## src/rtl/register_file_pkg.sv

```systemverilog
// Shared constants and types for the architectural register file and its read ports.
package register_file_pkg;

  typedef logic [31:0] DATA_TYPE;
  typedef logic [4:0]  REG_POS_TYPE;
  typedef logic [4:0]  ROB_ID_TYPE;

  localparam DATA_TYPE    ZERO_WORD = 32'h0;
  localparam ROB_ID_TYPE  ZERO_ROB  = 5'd0;
  localparam REG_POS_TYPE ZERO_REG  = 5'd0;
  localparam logic        TRUE      = 1'b1;
  localparam logic        FALSE     = 1'b0;

endpackage

```

## src/rtl/register_file_reg_read_port.sv

```systemverilog
// One combinational read port: index -> (tag, value), x0 forced to zero.
// Optional same-cycle commit forwarding when REG_FILE_COMMIT_BYPASS_EN is defined.
module reg_read_port
  import register_file_pkg::*;
#(
  parameter int REG_NUM = 32
) (
  input  REG_POS_TYPE rs_i,
  input  ROB_ID_TYPE  tag_i   [REG_NUM],
  input  DATA_TYPE    value_i [REG_NUM],
  input  logic        commit_flag_i,
  input  REG_POS_TYPE commit_rd_i,
  input  ROB_ID_TYPE  commit_q_i,
  input  DATA_TYPE    commit_v_i,
  output ROB_ID_TYPE  q_o,
  output DATA_TYPE    v_o
);

`ifdef REG_FILE_COMMIT_BYPASS_EN
  logic bypass_hit;
  // Forward only when the committing ROB entry is still the register's producer.
  assign bypass_hit = commit_flag_i && (commit_rd_i == rs_i) && (tag_i[rs_i] == commit_q_i);
`else
  logic bypass_hit;
  logic unused_bypass_inputs;
  assign bypass_hit           = FALSE;
  assign unused_bypass_inputs = ^{commit_flag_i, commit_rd_i, commit_q_i, commit_v_i};
`endif

  always_comb begin
    q_o = tag_i[rs_i];
    v_o = value_i[rs_i];
    if (rs_i == ZERO_REG) begin
      q_o = ZERO_ROB;
      v_o = ZERO_WORD;
    end else if (bypass_hit) begin
`ifdef REG_FILE_COMMIT_BYPASS_EN
      q_o = ZERO_ROB;
      v_o = commit_v_i;
`endif
    end
  end

endmodule

```

## src/rtl/register_file.sv

```systemverilog
// Architectural register file with per-register rename tags (0 = value valid).
// Build option REG_FILE_COMMIT_BYPASS_EN forwards a matching commit to reads in the same cycle.
module register_file
  import register_file_pkg::*;
#(
  parameter int REG_NUM  = 32,
  parameter int ROB_ID_W = 5
) (
  input  logic        clk,
  input  logic        rst,
  input  logic        rdy,
  input  REG_POS_TYPE rs1_from_dispatcher,
  input  REG_POS_TYPE rs2_from_dispatcher,
  output ROB_ID_TYPE  Q1_to_dispatcher,
  output ROB_ID_TYPE  Q2_to_dispatcher,
  output DATA_TYPE    V1_to_dispatcher,
  output DATA_TYPE    V2_to_dispatcher,
  input  logic        rename_flag_from_dispatcher,
  input  REG_POS_TYPE rd_from_dispatcher,
  input  ROB_ID_TYPE  rob_id_from_dispatcher,
  input  logic        commit_flag_from_rob,
  input  REG_POS_TYPE rd_from_rob,
  input  ROB_ID_TYPE  Q_from_rob,
  input  DATA_TYPE    V_from_rob,
  input  logic        misbranch_flag_from_rob
);

  logic [ROB_ID_W-1:0] tag_q   [REG_NUM];
  logic [ROB_ID_W-1:0] tag_d   [REG_NUM];
  DATA_TYPE            value_q [REG_NUM];
  DATA_TYPE            value_d [REG_NUM];

  // Commit writes the value always; the tag clear loses to a flush or a same-cycle rename.
  always_comb begin
    value_d = value_q;
    tag_d   = tag_q;
    if (commit_flag_from_rob && rd_from_rob != ZERO_REG) begin
      value_d[rd_from_rob] = V_from_rob;
      if (tag_q[rd_from_rob] == Q_from_rob) tag_d[rd_from_rob] = ZERO_ROB;
    end
    if (misbranch_flag_from_rob) begin
      for (int i = 0; i < REG_NUM; i++) tag_d[i] = ZERO_ROB;
    end else if (rename_flag_from_dispatcher && rd_from_dispatcher != ZERO_REG) begin
      tag_d[rd_from_dispatcher] = rob_id_from_dispatcher;
    end
  end

  always_ff @(posedge clk) begin
    if (rst) begin
      for (int i = 0; i < REG_NUM; i++) begin
        tag_q[i]   <= ZERO_ROB;
        value_q[i] <= ZERO_WORD;
      end
    end else if (rdy) begin
      tag_q   <= tag_d;
      value_q <= value_d;
    end
  end

  reg_read_port #(.REG_NUM(REG_NUM)) u_read_rs1 (
    .rs_i          (rs1_from_dispatcher),
    .tag_i         (tag_q),
    .value_i       (value_q),
    .commit_flag_i (commit_flag_from_rob),
    .commit_rd_i   (rd_from_rob),
    .commit_q_i    (Q_from_rob),
    .commit_v_i    (V_from_rob),
    .q_o           (Q1_to_dispatcher),
    .v_o           (V1_to_dispatcher)
  );

  reg_read_port #(.REG_NUM(REG_NUM)) u_read_rs2 (
    .rs_i          (rs2_from_dispatcher),
    .tag_i         (tag_q),
    .value_i       (value_q),
    .commit_flag_i (commit_flag_from_rob),
    .commit_rd_i   (rd_from_rob),
    .commit_q_i    (Q_from_rob),
    .commit_v_i    (V_from_rob),
    .q_o           (Q2_to_dispatcher),
    .v_o           (V2_to_dispatcher)
  );

endmodule

```

## config.mk

```make
export PLATFORM = sky130hd
export DESIGN_NAME = register_file
export DESIGN_NICKNAME = d
export VERILOG_FILES = /design/src/rtl/register_file_pkg.sv /design/src/rtl/register_file_reg_read_port.sv /design/src/rtl/register_file.sv
export SDC_FILE = /design/constraint.sdc
export NUM_CORES = 2
export LEC_CHECK = 0
export CORE_UTILIZATION = 45
export DETAILED_ROUTE_END_ITERATION = 8
export DONT_BUFFER_PORTS = 1
export GPL_ROUTABILITY_DRIVEN = 0
export GPL_TIMING_DRIVEN = 0
export HOLD_SLACK_MARGIN = 0.06
export PLACE_DENSITY = 0.61
export SETUP_SLACK_MARGIN = 0.15
export SLEW_MARGIN = 20
export SYNTH_ARGS = -nofsm -noshare
export SYNTH_HDL_FRONTEND = slang
export SYNTH_SLANG_ARGS = --single-unit
```

## constraint.sdc

```tcl
create_clock -name clk -period 7.45 [get_ports clk]
set_input_delay 0.3725 -clock clk [delete_from_list [all_inputs] [get_ports clk]]
set_output_delay 0.3725 -clock clk [all_outputs]
set_load 0.01 [all_outputs]
```

; Yosys cells after proc, flatten, opt, wreduce, memory -nomap -nowiden
; Index checks and enable logic that the tools add are counted.
[classes]
n_eq_ne = 1
bitwise_logic = 6
n_reduce_logical = 9
magnitude_cmp = 6
mux = 31
[op_table]
columns = op, n
row1 = bitwise mux 1024 bit, 1
row2 = 2-to-1 mux 160 bit, 4
row3 = binary-select mux 32 bit (select 5 bit), 2
row4 = 2-to-1 mux 32 bit, 7
row5 = AND 160 bit, 1
row6 = bitwise mux 160 bit, 1
row7 = demux 32 bit (select 5 bit), 1
row8 = NOT 160 bit, 1
row9 = binary-select mux 5 bit (select 5 bit), 3
row10 = demux 5 bit (select 5 bit), 2
row11 = 2-to-1 mux 5 bit, 10
row12 = ">= comparator 6 bit, second input constant", 4
row13 = NOT 5 -> 6 bit, 4
row14 = "less-than comparator 6 x 1 -> 1 bit, second input constant", 2
row15 = zero test 5 bit, 2
row16 = nonzero test 5 bit, 2
row17 = == test 5 bit, 1
row18 = logical AND 1 bit, 4
row19 = AND reduction 2 bit, 1
[word_totals]
ff_bits = 1184
in_bits = 68

; Depth between registers and ports, before layout
[logic_depth]
depth_word = 12
depth_mapped = 11

; Modules after synthesis
; Synthesis repeated with hierarchy kept, for this count alone.
[unflattened]
hier_cells = 6827
area_unflattened_um2 = 62478.7
[by_module_without_submodules]
columns = mod, seq_area_each_um2, cells_per_inst, area_each_um2, instances
row1 = register_file, 23702.7, 5297, 42729.7, 1
row2 = reg_read_port, 0.0, 765, 9874.5, 2

; Least setup slack after synthesis
; No wires, ideal clock.
[synth_path]
path_kind = input to output
start = input rs1_from_dispatcher[0]
end = output V1_to_dispatcher[10]
required_ps = 7078
arrival_ps = 2660
path_stages = 7
setup_slack_ps = 4418
path_buffers = 3
cell_sequence = clkbuf_1 -> buf_2 -> buf_1 -> mux4_2 -> mux4_2 -> mux2i_1 -> nor2_1
[synth_via]
elab_chain_cells = 5
word_cells_on_any_way = 6
[synth_rtl]
columns = element, line_no
row1 = start: declaration, register_file.sv:12  ; input REG_POS_TYPE rs1_from_dispatcher,
row2 = NOT 5 -> 6 bit (not written as such), register_file_reg_read_port.sv:32  ; v_o = value_i[rs_i];
row3 = binary-select mux 32 bit (select 5 bit), register_file_reg_read_port.sv:32
row4 = 2-to-1 mux 32 bit (not written as such) (2 in series), register_file_reg_read_port.sv:32
row5 = 2-to-1 mux 32 bit (*), register_file_reg_read_port.sv:33  ; if (rs_i == ZERO_REG) begin
row6 = end: declaration, register_file.sv:16  ; output DATA_TYPE V1_to_dispatcher,
; Mark *: on every way between the ends. The rest lies on a longest branch, timed or not. The select of a mux whose other input is x is not followed.

; Worst setup path after layout
[layout_path]
start = input rs2_from_dispatcher[0]
end = output V2_to_dispatcher[26]
[layout_via]
elab_chain_cells = 5
word_cells_on_any_way = 6
[layout_rtl]
columns = element, line_no
row1 = start: declaration, register_file.sv:13  ; input REG_POS_TYPE rs2_from_dispatcher,
row2 = NOT 5 -> 6 bit (not written as such), register_file_reg_read_port.sv:32
row3 = binary-select mux 32 bit (select 5 bit), register_file_reg_read_port.sv:32
row4 = 2-to-1 mux 32 bit (not written as such) (2 in series), register_file_reg_read_port.sv:32
row5 = 2-to-1 mux 32 bit (*), register_file_reg_read_port.sv:33
row6 = end: declaration, register_file.sv:17  ; output DATA_TYPE V2_to_dispatcher,
; Marked as above.

==> results.md <==
* Worst Path Arrival at 5.82 ns
* Met3 WL at 48400 um
* Power Density at 209 nW/um2
* Largest family of logic cells by synthesized area: multiplexers
* Top-count cell post-synth: nand2_1
* Final setup fails at 0
* Worst-skew pair later-pin latency at 0.81 ns
* Max-slew headroom at 7.99%
* Vias at 61515
* Top_reg_cell synth: dfxtp_1
* Comb pwr share at 9.4%
* Crit path capture type: output pin
* P&R area growth vs syn at 12.1%
* Crit-path max cell delay at 1.23 ns
* Final Skew at 0.0303 ns
* Post-CTS sizing at 0
* Antenna violations before repair at 24
* IO Port Bufs at 0
* Max Cap Viol at 0
* TritonCTS Buffers at 136
* Mux contribution to synthesized area at 27.1%
* Seq pwr share at 43.5%
* Root Driver: clkbuf_16
* NetSw at 4.05 mW
* Post-synth net total at 6926
* Seq/Total Area, Yosys at 37.9%
* First-pass GRT wire length at 415000 um
* Slowest CP cell: a211oi_1
* Grt ovf at 0
* RSZ-0062 raised after global routing: false
* Fin. max-slew vios at 0
* Clk slew on worst S/H paths at 0.06 ns
* Met2 WL post-DR at 119000 um
* Crit start category: input port
* CP top delay family: buffers and inverters
* VDD IR max at 176 uV
* Buf/Inv on CP at 7
* Top post-synthesis cells by area: dfxtp_1 (38%), mux4_2 (22%), nand2_1 (13%)
* Antenna viol nets, final at 0
* Synth Area in Simple Gates at 17.2%
* Core Area at 138000 um2
* Die Wd at 375 um
* Lkg Pwr at 22.2 nW
* Longest Clk Path Bufs at 3
* Synth Area in XOR/XNOR at 0.0140%
* Rows at 136
* Synth cell count leaders: nand2_1 (2091), dfxtp_1 (1184), a21oi_1 (1015), mux4_2 (624), clkbuf_1 (585)
* Syn avg cell area at 9.12 um2
* Worst hold path cell count at 3
* Min-delay worst type: input port to register
* # DRC at 458
* Post-DP HPWL at 225000 um
* Critical path peak fanout at 10
* Synthesized area at 62500 um2
* TritonCTS clock tree: built
* CP Data Required Time at 7.08 ns
* Die area at 140000 um2
* Final nets at 7115
* DRT iter0 DRCs at 11329
* Yosys top cell by area: dfxtp_1
* F_max at 0.161 GHz
* Post-Syn Instances at 6858
* Part of the cycle the worst path needs at 83.2%
* Via density at 6.86
* Post-CTS setup buffer count at 0
* Cell-internal power at 10.6 mW
* WL final at 301000 um
* YS warnings at 0
* Total negative slack at 0 ns
* Net Sw Frac at 27.6%
* Endpoints failing hold at 0
* Die Ht at 375 um
* Vias in the first global route at 56367
* Stages on worst setup path at 9
* Htree depth at 4
* Post-Synth Adder-Cell Area at 0%
* Wire per inst at 33.5 um
* Count of cell types in the netlist at 46
* Compound-Gate Fraction of Synth Area at 13.5%
* Num ports at 142
* Worst-path cell chain: clkbuf_1, buf_2, buf_2, buf_2, buf_2, nor3_2, buf_4, clkbuf_1, a211oi_1
* Post-route minimum period at 6.20 ns
* Drt pass-1 iters at 9
* Post-synth EDFFs at 0
* Clock Power Share at 47.1%
* Post-synth top area share at 37.9%
* Worst Setup Path Type: input port to output pin
* Async set-reset flop share out of synthesis at 0%
* Synth Register Bits at 1184
* Critical path's most frequent cell: buf_2
* Status: finished, violations left
* R2r worst-path depth at 9
* Failing checks: design-rule violations
* Share of cells above drive strength 1 at 15.1%
* Top sig layer: met5
* M1 wire length at 103000 um
* GRT Util Overall at 41.7%
* Initial core utilization at 45.4%
* Sink Count at 1184
* Largest net degree at the start of global routing at 17
* Minimum hold slack at 0.0633 ns
* Worst Max-Slew Pin Slew at 1.37 ns
final timing paths:
kind	end	from	slack (ns)
min	value_q[709]$_SDFFE_PP0P_	V_from_rob[5]	0.06
max	V2_to_dispatcher[26]	rs2_from_dispatcher[0]	1.25
min reg2reg	value_q[987]$_SDFFE_PP0P_	value_q[987]$_SDFFE_PP0P_	0.47
max reg2reg	tag_q[41]$_SDFFE_PP0P_	tag_q[48]$_SDFFE_PP0P_	3.79
sequential cells by signal, summed over array words and instances (netlist names):
signal   flops
tag_q      160
value_q   1024
cell usage in the layout, fill, tap and decap left out, types with 140 or more instances in the layout:
cell,count
a21oi_1,1015
a22oi_1,155
clkbuf_1,575
clkbuf_16,140
dfxtp_1,1184
mux2i_1,234
mux4_2,624
nand2_1,2091
nand3_1,160
o21ai_1,155
worst min-delay path, cell delays in order:
cell,delay [ns]
clkbuf_1,0.26
nand2_1,0.13
a21oi_1,0.06
routing by layer:
| metal | vias up | track usage (%) |
|---|---|---|
| li1 | 24991 | - |
| met1 | 29717 | 50.7 |
| met2 | 5338 | 57.0 |
| met3 | 1441 | 18.1 |
| met4 | 28 | 32.9 |
| met5 | - | 2.68 |
logic make-up (layout without fill, tap and decap cells):
family,count (synthesis),count (layout)
AND/OR/NAND/NOR,2558,2558
AO/OA/AOI/OAI,1509,1509
flip-flops,1184,1184
multiplexers,906,906
buffers and inverters,700,992
XOR/XNOR,1,1
other,0,28
power groups by stage:
stage,Combinational (mW),Clock (mW),Sequential [mW]
5_1_grt,1.35,7.12,6.37
6_report,1.37,6.90,6.37
3_3_place_gp,1.19,0,6.51
3_5_place_dp,1.22,0,6.51
2_1_floorplan,0.684,0,6.51
4_1_cts,1.27,6.85,6.37
timing repair:
| action | in CTS | in global routing |
|---|---|---|
| hold endpoints to repair | 833 | 0 |
| setup endpoints to repair | 0 | 0 |
| hold buffers | 35 | 0 |
metrics by stage:
stage	power [mW]	setup WS, ns	cells	cell area [um2]	utilization [%]
finish	14.6	1.25	8972	70100	50.9
global placement	7.71	1.27	8652	64800	47.0
detailed placement	7.74	1.89	8666	65200	47.3
global route	14.8	1.55	8955	70100	50.9
floorplan	7.19	4.42	6858	62500	-
CTS	14.5	1.88	8942	70000	50.9
layout make-up:
cell class                 instances  area, um2
antenna                           28       70.1
buffer                           700       2820
clock buffer                     205       4050
clock inverter                    36        432
fill                           12963      67500
multi-input combinational       4974      36200
sequential                      1184      23700
tap                             1794       2240
timing repair buffer              51        649
Note: power is estimated with default switching activity, not from simulation.
